[src/rtl/tune_ctrl.sv]
// Retune/gain sequencer: glitch-free NCO retune with mute-until-settled, gain slice to PWM level.
// Optional frequency scan (MEASURE/STEP states, extra ports) is enabled by defining SCAN_EN.
module tune_ctrl #(
  parameter int                 PHASE_W      = 26,
  parameter logic [PHASE_W-1:0] RESET_PHASE  = 26'h1312eb,
  parameter int                 SETTLE_TICKS = 64,
  parameter int                 MEAS_TICKS   = 256
) (
  input  logic               clk,
  input  logic               RSTb,
  input  logic [PHASE_W-1:0] req_phase_inc,
  input  logic [3:0]         req_gain,
  input  logic               sample_tick,
  input  logic [15:0]        demod_in,
`ifdef SCAN_EN
  input  logic               scan_start,
  input  logic [PHASE_W-1:0] scan_step,
  input  logic [PHASE_W-1:0] scan_end,
  input  logic [15:0]        scan_thresh,
  output logic               scan_found,
  output logic               scan_done,
`endif
  output logic [PHASE_W-1:0] nco_phase_inc,
  output logic [7:0]         audio_level,
  output logic               mute,
  output logic               busy
);

  localparam int SCW = $clog2(SETTLE_TICKS + 1);
  localparam logic [SCW-1:0] SETTLE_LAST = SCW'(SETTLE_TICKS - 1);

  if (SETTLE_TICKS < 1) begin : g_bad_settle
    $error("SETTLE_TICKS must be at least 1");
  end
  if (MEAS_TICKS < 1 || (MEAS_TICKS & (MEAS_TICKS - 1)) != 0) begin : g_bad_meas
    $error("MEAS_TICKS must be a power of two");
  end

  typedef enum logic [2:0] {
    S_RUN     = 3'd0,
    S_MUTE    = 3'd1,
    S_APPLY   = 3'd2,
    S_SETTLE  = 3'd3,
    S_MEASURE = 3'd4,
    S_STEP    = 3'd5
  } state_t;

  state_t             state;
  state_t             next_state;
  logic [SCW-1:0]     settle_cnt;
  logic [2:0]         gain_q;
  logic [7:0]         slice;
  logic [PHASE_W-1:0] nco_nxt;
  logic [7:0]         level_nxt;
  logic               mute_nxt;
  logic [PHASE_W-1:0] track_phase;
  logic               retune;
  logic               unused_bits;

  // req_gain[3] and the low demod bits never reach the output slice.
  assign unused_bits = ^{req_gain[3], demod_in[2:0]};

`ifdef SCAN_EN
  localparam int MLOG = $clog2(MEAS_TICKS);
  localparam int MCW  = $clog2(MEAS_TICKS + 1);
  localparam int SUMW = 16 + MLOG;

  logic               scanning;
  logic [PHASE_W-1:0] scan_save;
  logic [MCW-1:0]     meas_cnt;
  logic [SUMW-1:0]    meas_sum;
  logic [SUMW-1:0]    sum_tot;
  logic [15:0]        mean;
  logic               meas_last;
  logic               hit;
  logic               scan_go;

  assign sum_tot   = meas_sum + SUMW'(demod_in);
  assign mean      = sum_tot[SUMW-1:MLOG];
  assign meas_last = (meas_cnt == MCW'(MEAS_TICKS - 1));
  assign hit       = (mean >= scan_thresh);
  assign scan_go   = (state == S_RUN) && scan_start;
`else
  assign track_phase = nco_phase_inc;
`endif

  assign retune = (req_phase_inc != track_phase);

  always_ff @(posedge clk or negedge RSTb) begin
    if (!RSTb) begin
      state         <= S_SETTLE;
      settle_cnt    <= '0;
      gain_q        <= '0;
      nco_phase_inc <= RESET_PHASE;
      audio_level   <= '0;
      mute          <= 1'b1;
      busy          <= 1'b1;
    end else begin
      state         <= next_state;
      settle_cnt    <= (state == S_SETTLE) ? settle_cnt + SCW'(sample_tick) : '0;
      gain_q        <= (req_gain[2:0] > 3'd5) ? 3'd5 : req_gain[2:0];
      nco_phase_inc <= nco_nxt;
      audio_level   <= level_nxt;
      mute          <= mute_nxt;
      busy          <= mute_nxt;
    end
  end

  always_comb begin
    next_state = state;
    case (state)
      S_RUN: begin
        if (retune) next_state = S_MUTE;
`ifdef SCAN_EN
        if (scan_start) next_state = S_MUTE;
`endif
      end
      S_MUTE: begin
        next_state = S_APPLY;
`ifdef SCAN_EN
        if (scanning) next_state = S_SETTLE;
`endif
      end
      S_APPLY: next_state = S_SETTLE;
      S_SETTLE: begin
        if (sample_tick && settle_cnt == SETTLE_LAST) next_state = S_RUN;
`ifdef SCAN_EN
        if (sample_tick && settle_cnt == SETTLE_LAST && scanning) next_state = S_MEASURE;
        if (retune && !scanning) next_state = S_APPLY;
`else
        if (retune) next_state = S_APPLY;
`endif
      end
`ifdef SCAN_EN
      S_MEASURE: if (sample_tick && meas_last) next_state = hit ? S_RUN : S_STEP;
      S_STEP:    next_state = (nco_phase_inc > scan_end) ? S_RUN : S_SETTLE;
`endif
      default: next_state = S_SETTLE;
    endcase
  end

  always_comb begin
    case (gain_q)
      3'd0:    slice = demod_in[15:8];
      3'd1:    slice = demod_in[14:7];
      3'd2:    slice = demod_in[13:6];
      3'd3:    slice = demod_in[12:5];
      3'd4:    slice = demod_in[11:4];
      default: slice = demod_in[10:3];
    endcase
  end

  // Outputs are registered from next_state so they line up with the state they belong to.
  always_comb begin
    nco_nxt = nco_phase_inc;
    if (next_state == S_APPLY) nco_nxt = req_phase_inc;
`ifdef SCAN_EN
    if (next_state == S_STEP) nco_nxt = nco_phase_inc + scan_step;
    if (state == S_STEP && next_state == S_RUN) nco_nxt = scan_save;
`endif
    mute_nxt  = (next_state != S_RUN);
    level_nxt = audio_level;
    if (mute_nxt) level_nxt = '0;
    else if (sample_tick) level_nxt = slice;
  end

`ifdef SCAN_EN
  always_ff @(posedge clk or negedge RSTb) begin
    if (!RSTb) begin
      scanning    <= 1'b0;
      scan_save   <= RESET_PHASE;
      track_phase <= RESET_PHASE;
      meas_cnt    <= '0;
      meas_sum    <= '0;
      scan_found  <= 1'b0;
      scan_done   <= 1'b0;
    end else begin
      if (scan_go) begin
        scanning   <= 1'b1;
        scan_save  <= nco_phase_inc;
        scan_found <= 1'b0;
        scan_done  <= 1'b0;
      end else if (scanning && next_state == S_RUN) begin
        // Resync so the request left untouched during the scan does not retune on exit.
        scanning    <= 1'b0;
        track_phase <= req_phase_inc;
        scan_found  <= (state == S_MEASURE);
        scan_done   <= 1'b1;
      end
      if (next_state == S_APPLY) track_phase <= req_phase_inc;
      if (state == S_MEASURE) begin
        if (sample_tick) begin
          meas_cnt <= meas_cnt + 1'b1;
          meas_sum <= sum_tot;
        end
      end else begin
        meas_cnt <= '0;
        meas_sum <= '0;
      end
    end
  end
`endif

endmodule
[config.mk]
export PLATFORM = sky130hd
export DESIGN_NAME = tune_ctrl
export DESIGN_NICKNAME = d
export VERILOG_FILES = /design/src/rtl/tune_ctrl.sv
export SDC_FILE = /design/constraint.sdc
export NUM_CORES = 1
export LEC_CHECK = 0
export ABC_AREA = 1
export BUFFER_PORTS_ARGS = -buffer_cell sky130_fd_sc_hd__buf_2
export CAP_MARGIN = 20
export CORE_UTILIZATION = 30
export DETAILED_ROUTE_END_ITERATION = 16
export GPL_TIMING_DRIVEN = 1
export MAX_ROUTING_LAYER = met4
export PLACE_DENSITY = 0.59
export SETUP_SLACK_MARGIN = 0.2
export SLEW_MARGIN = 25
export SYNTH_ARGS = -nofsm -noshare
export SYNTH_HDL_FRONTEND = slang
export SYNTH_SLANG_ARGS = --single-unit
[constraint.sdc]
create_clock -name clk -period 2.2 [get_ports clk]
set_input_delay 0.22 -clock clk [delete_from_list [all_inputs] [get_ports clk]]
set_output_delay 0.22 -clock clk [all_outputs]
set_load 0.01 [all_outputs]
==> flow_summary.yaml <==
status:
  outcome: "finished, final reports clean"
route:
  drc: 0
  avgViaCountPerCell: 4.60
  wl_per_cell_um: 12.3
  first_iter_violations: 131
  postRouteAntennaNets: 0
  vias: 2920
  postRouteWirelength_mm: 7.78
  drtPass1Iterations: 4
critical_path:
  crit_top_cell: "nand2_1"
  crit_required_ps: 2450
  start_kind: "flip-flop"
  worst_setup_path_end_kind: "flip-flop"
  path_class: "reg -> reg"
  crit_path_top_delay_cell: "dfstp_2"
  timing.rr.start: "nco_phase_inc[6]$_DFFE_PN1N_"
  cp_max_fo: 9
  path_cells: "inv_1 -> nand2_1 -> nand2_1 -> nor2_2 -> nand3_2 -> nor2_4 -> nand3_4 -> o211ai_4 -> buf_12 -> clkbuf_16 -> nand2_1 -> nand2_1"
  path_depth: 12
  slowest_delay_ps: 570
  arrival_ps: 2150
  rr_worst_depth: 12
  crit_buf_inv: 3
  startpoint: "nco_phase_inc[6]$_DFFE_PN1N_"
  path_delay_family: "simple AND/OR/NAND/NOR gates"
layout:
  seqCellArea_um2: 1220
  nFillCells: 985
  diodes: 0
  drive_above_1_share_pct: 25.9
  multi_input_comb_area_um2: 1410
  nNetsFinal: 556
  syn2layout_area_growth_pct: 28.7
  final_area_um2: 3720
synthesis:
  synth-edff-count: 0
  synth_area_leaders: "dfrtp_1 29%, nand2_1 18%, dfstp_2 13%"
  synth-seq-cells: 48
  syn_avg_cell_area_um2: 7.02
  syn_nets: 463
  synth.most_common_cell: "nand2_1"
  ys_seq_area_share_pct: 42.2
  async_flop_share_pct: 100
  synth_area_um2: 2890
  synthFlopType: "dfrtp_1"
  synthCells: 412
  yosysTopAreaCellShare_pct: 29.4
  synth.distinct_cells: 32
  yosysWarnings: 0
  yosys.area.top_type: "dfrtp_1"
  yosys-top-cells-count: "141 x nand2_1, 62 x inv_1, 46 x nor2_1, 34 x dfrtp_1, 28 x nand4_1"
clock_tree:
  cts_max_path_buffers: 2
  clkTransAtPathRegs_ps: 90
  worstSkewPairLatency_ps: 300
  cts_sinks: 48
  h-tree-depth: 2
  cts_tree: "yes"
  cts_buffers: 5
  cts_root_buffer: "clkbuf_8"
hold_path:
  hold_path.startpoint: "req_gain[2]"
  whs_path_depth: 1
  holdCritPathClass: "in -> reg"
floorplan:
  num_rows: 35
  die-area_um2: 10000
  core-area_um2: 9280
  dieHeight_um: 100
  start_util_pct: 31.1
  ioPinCount: 85
  die_w_um: 100
grt:
  grt_pass1_vias: 2716
  grt_overflow: 0
  grt_max_degree: 27
  antenna_found_initial: 0
  grt_pass1_wl_mm: 12.6
  grtUsageTotal_pct: 16.1
place:
  portBuffers: 80
  gp_congestion: 0.866
  place_hpwl_mm: 5.59
  placed_area_um2: 3440
timing:
  setup_viol: 0
  period_minus_slack_ps: 1900
  relSlewSlack_pct: 62.8
  finalHoldViolations: 0
  clock.fmax_mhz: 526
  min_period_over_period_pct: 86.4
  max_slew.worst_pin.slew_ps: 553
  slew_viol_final: 0
  worst_clock_skew_ps: 11.7
  rsz0062_at_grt: "false"
  setup_tns_ps: 0
job:
  cap_violations: 0
power_and_ir_drop:
  p_leak_nw: 2.04
  max-vdd-ir-drop_mv: 0.239
  finalPower_w: 0.00217
  p_per_area_nw_per_um2: 583
[metrics by stage]
step	hold WS, ps	instances	utilization, %	setup WS, ps
2_1_floorplan	-75.6	412	-	499
3_3_place_gp	244	615	37.1	217
3_5_place_dp	242	615	37.1	175
4_1_cts	52.3	624	38.4	256
5_1_grt	54.1	635	40.1	183
6_report	60.1	635	40.1	300
[worst reg2reg max path, delay by kind of cell, from the launching register on]
kind                   cells  cell delay, ps
DFF                        1             570
AOI/OAI and AO/OA          1             230
and+or+nand+nor            8             720
buffers and inverters      3             340
[what timing repair did]
action | 4_1_cts | 5_1_grt
setup endpoints to repair | 13 | 34
endpoints found under the hold margin | 17 | 0
buffers inserted | 0 | 8
resized for setup | 2 | 12
pin swaps | 0 | 6
cloned | 0 | 3
hold buffers | 1 | 0
[cells in the final DEF (no fill, tap or decap), types with 4 or more instances in the layout]
master,instances
xor2_1,5
o22ai_1,8
dfstp_2,14
o21ai_0,14
buf_4,9
nand4_1,28
nand2_1,139
inv_1,62
clkbuf_8,6
nor2_1,44
nor3_1,4
nand3_1,7
buf_2,80
a21oi_1,10
dfrtp_1,34
[logic make-up (layout without fill, tap and decap cells)]
logic type | count (synthesis) | in the layout | synth area share, %
simple gates | 236 | 237 | 34.7
buf+inv | 76 | 169 | 11.0
flops | 48 | 48 | 42.2
compound gates | 43 | 43 | 9.31
xor+xnor | 6 | 6 | 1.82
fa+ha+maj | 2 | 2 | 0.866
other cells | 1 | 1 | 0.130
[power breakdown]
part           switching (W)  internal (W)
Sequential         0.0000687      0.000980
Combinational       0.000333      0.000230
Clock               0.000301      0.000256
[routing by layer]
metal | GRT usage, % | wire length [µm] | vias to the layer above
met1 | 20.8 | 3780 | 1359
met3 | 2.23 | 254 | 9
met5 | - | 0 | -
met4 | 5.69 | 122 | 0
li1 | - | - | 1495
met2 | 25.9 | 3630 | 57
[cell type report]
cell class              count  share of cell area, %
multi-input cells         289                   37.8
flip-flops and latches     48                   32.8
repair buffers             97                   16.0
inverters                  64                   6.53
well taps                 129                   4.34
clock buffers               7                   2.32
clock inverters             1                  0.202
[worst paths after layout]
check,slack [ps],to
setup / recovery,300,nco_phase_inc[19]$_DFFE_PN0N_
hold / removal,60,gain_q[2]$_DFF_PN0_
setup reg to reg,300,nco_phase_inc[19]$_DFFE_PN0N_
hold reg to reg,490,nco_phase_inc[16]$_DFFE_PN1N_
max in group asynchronous,1100,nco_phase_inc[1]$_DFFE_PN1N_
min in group asynchronous,420,nco_phase_inc[11]$_DFFE_PN0N_
[flip-flops by register name, summed over array words and instances, names as in the netlist]
name           cells
state              3
gain_q             3
settle_cnt         7
busy               1
nco_phase_inc     26
audio_level        8
(Power assumes the default switching activity.)
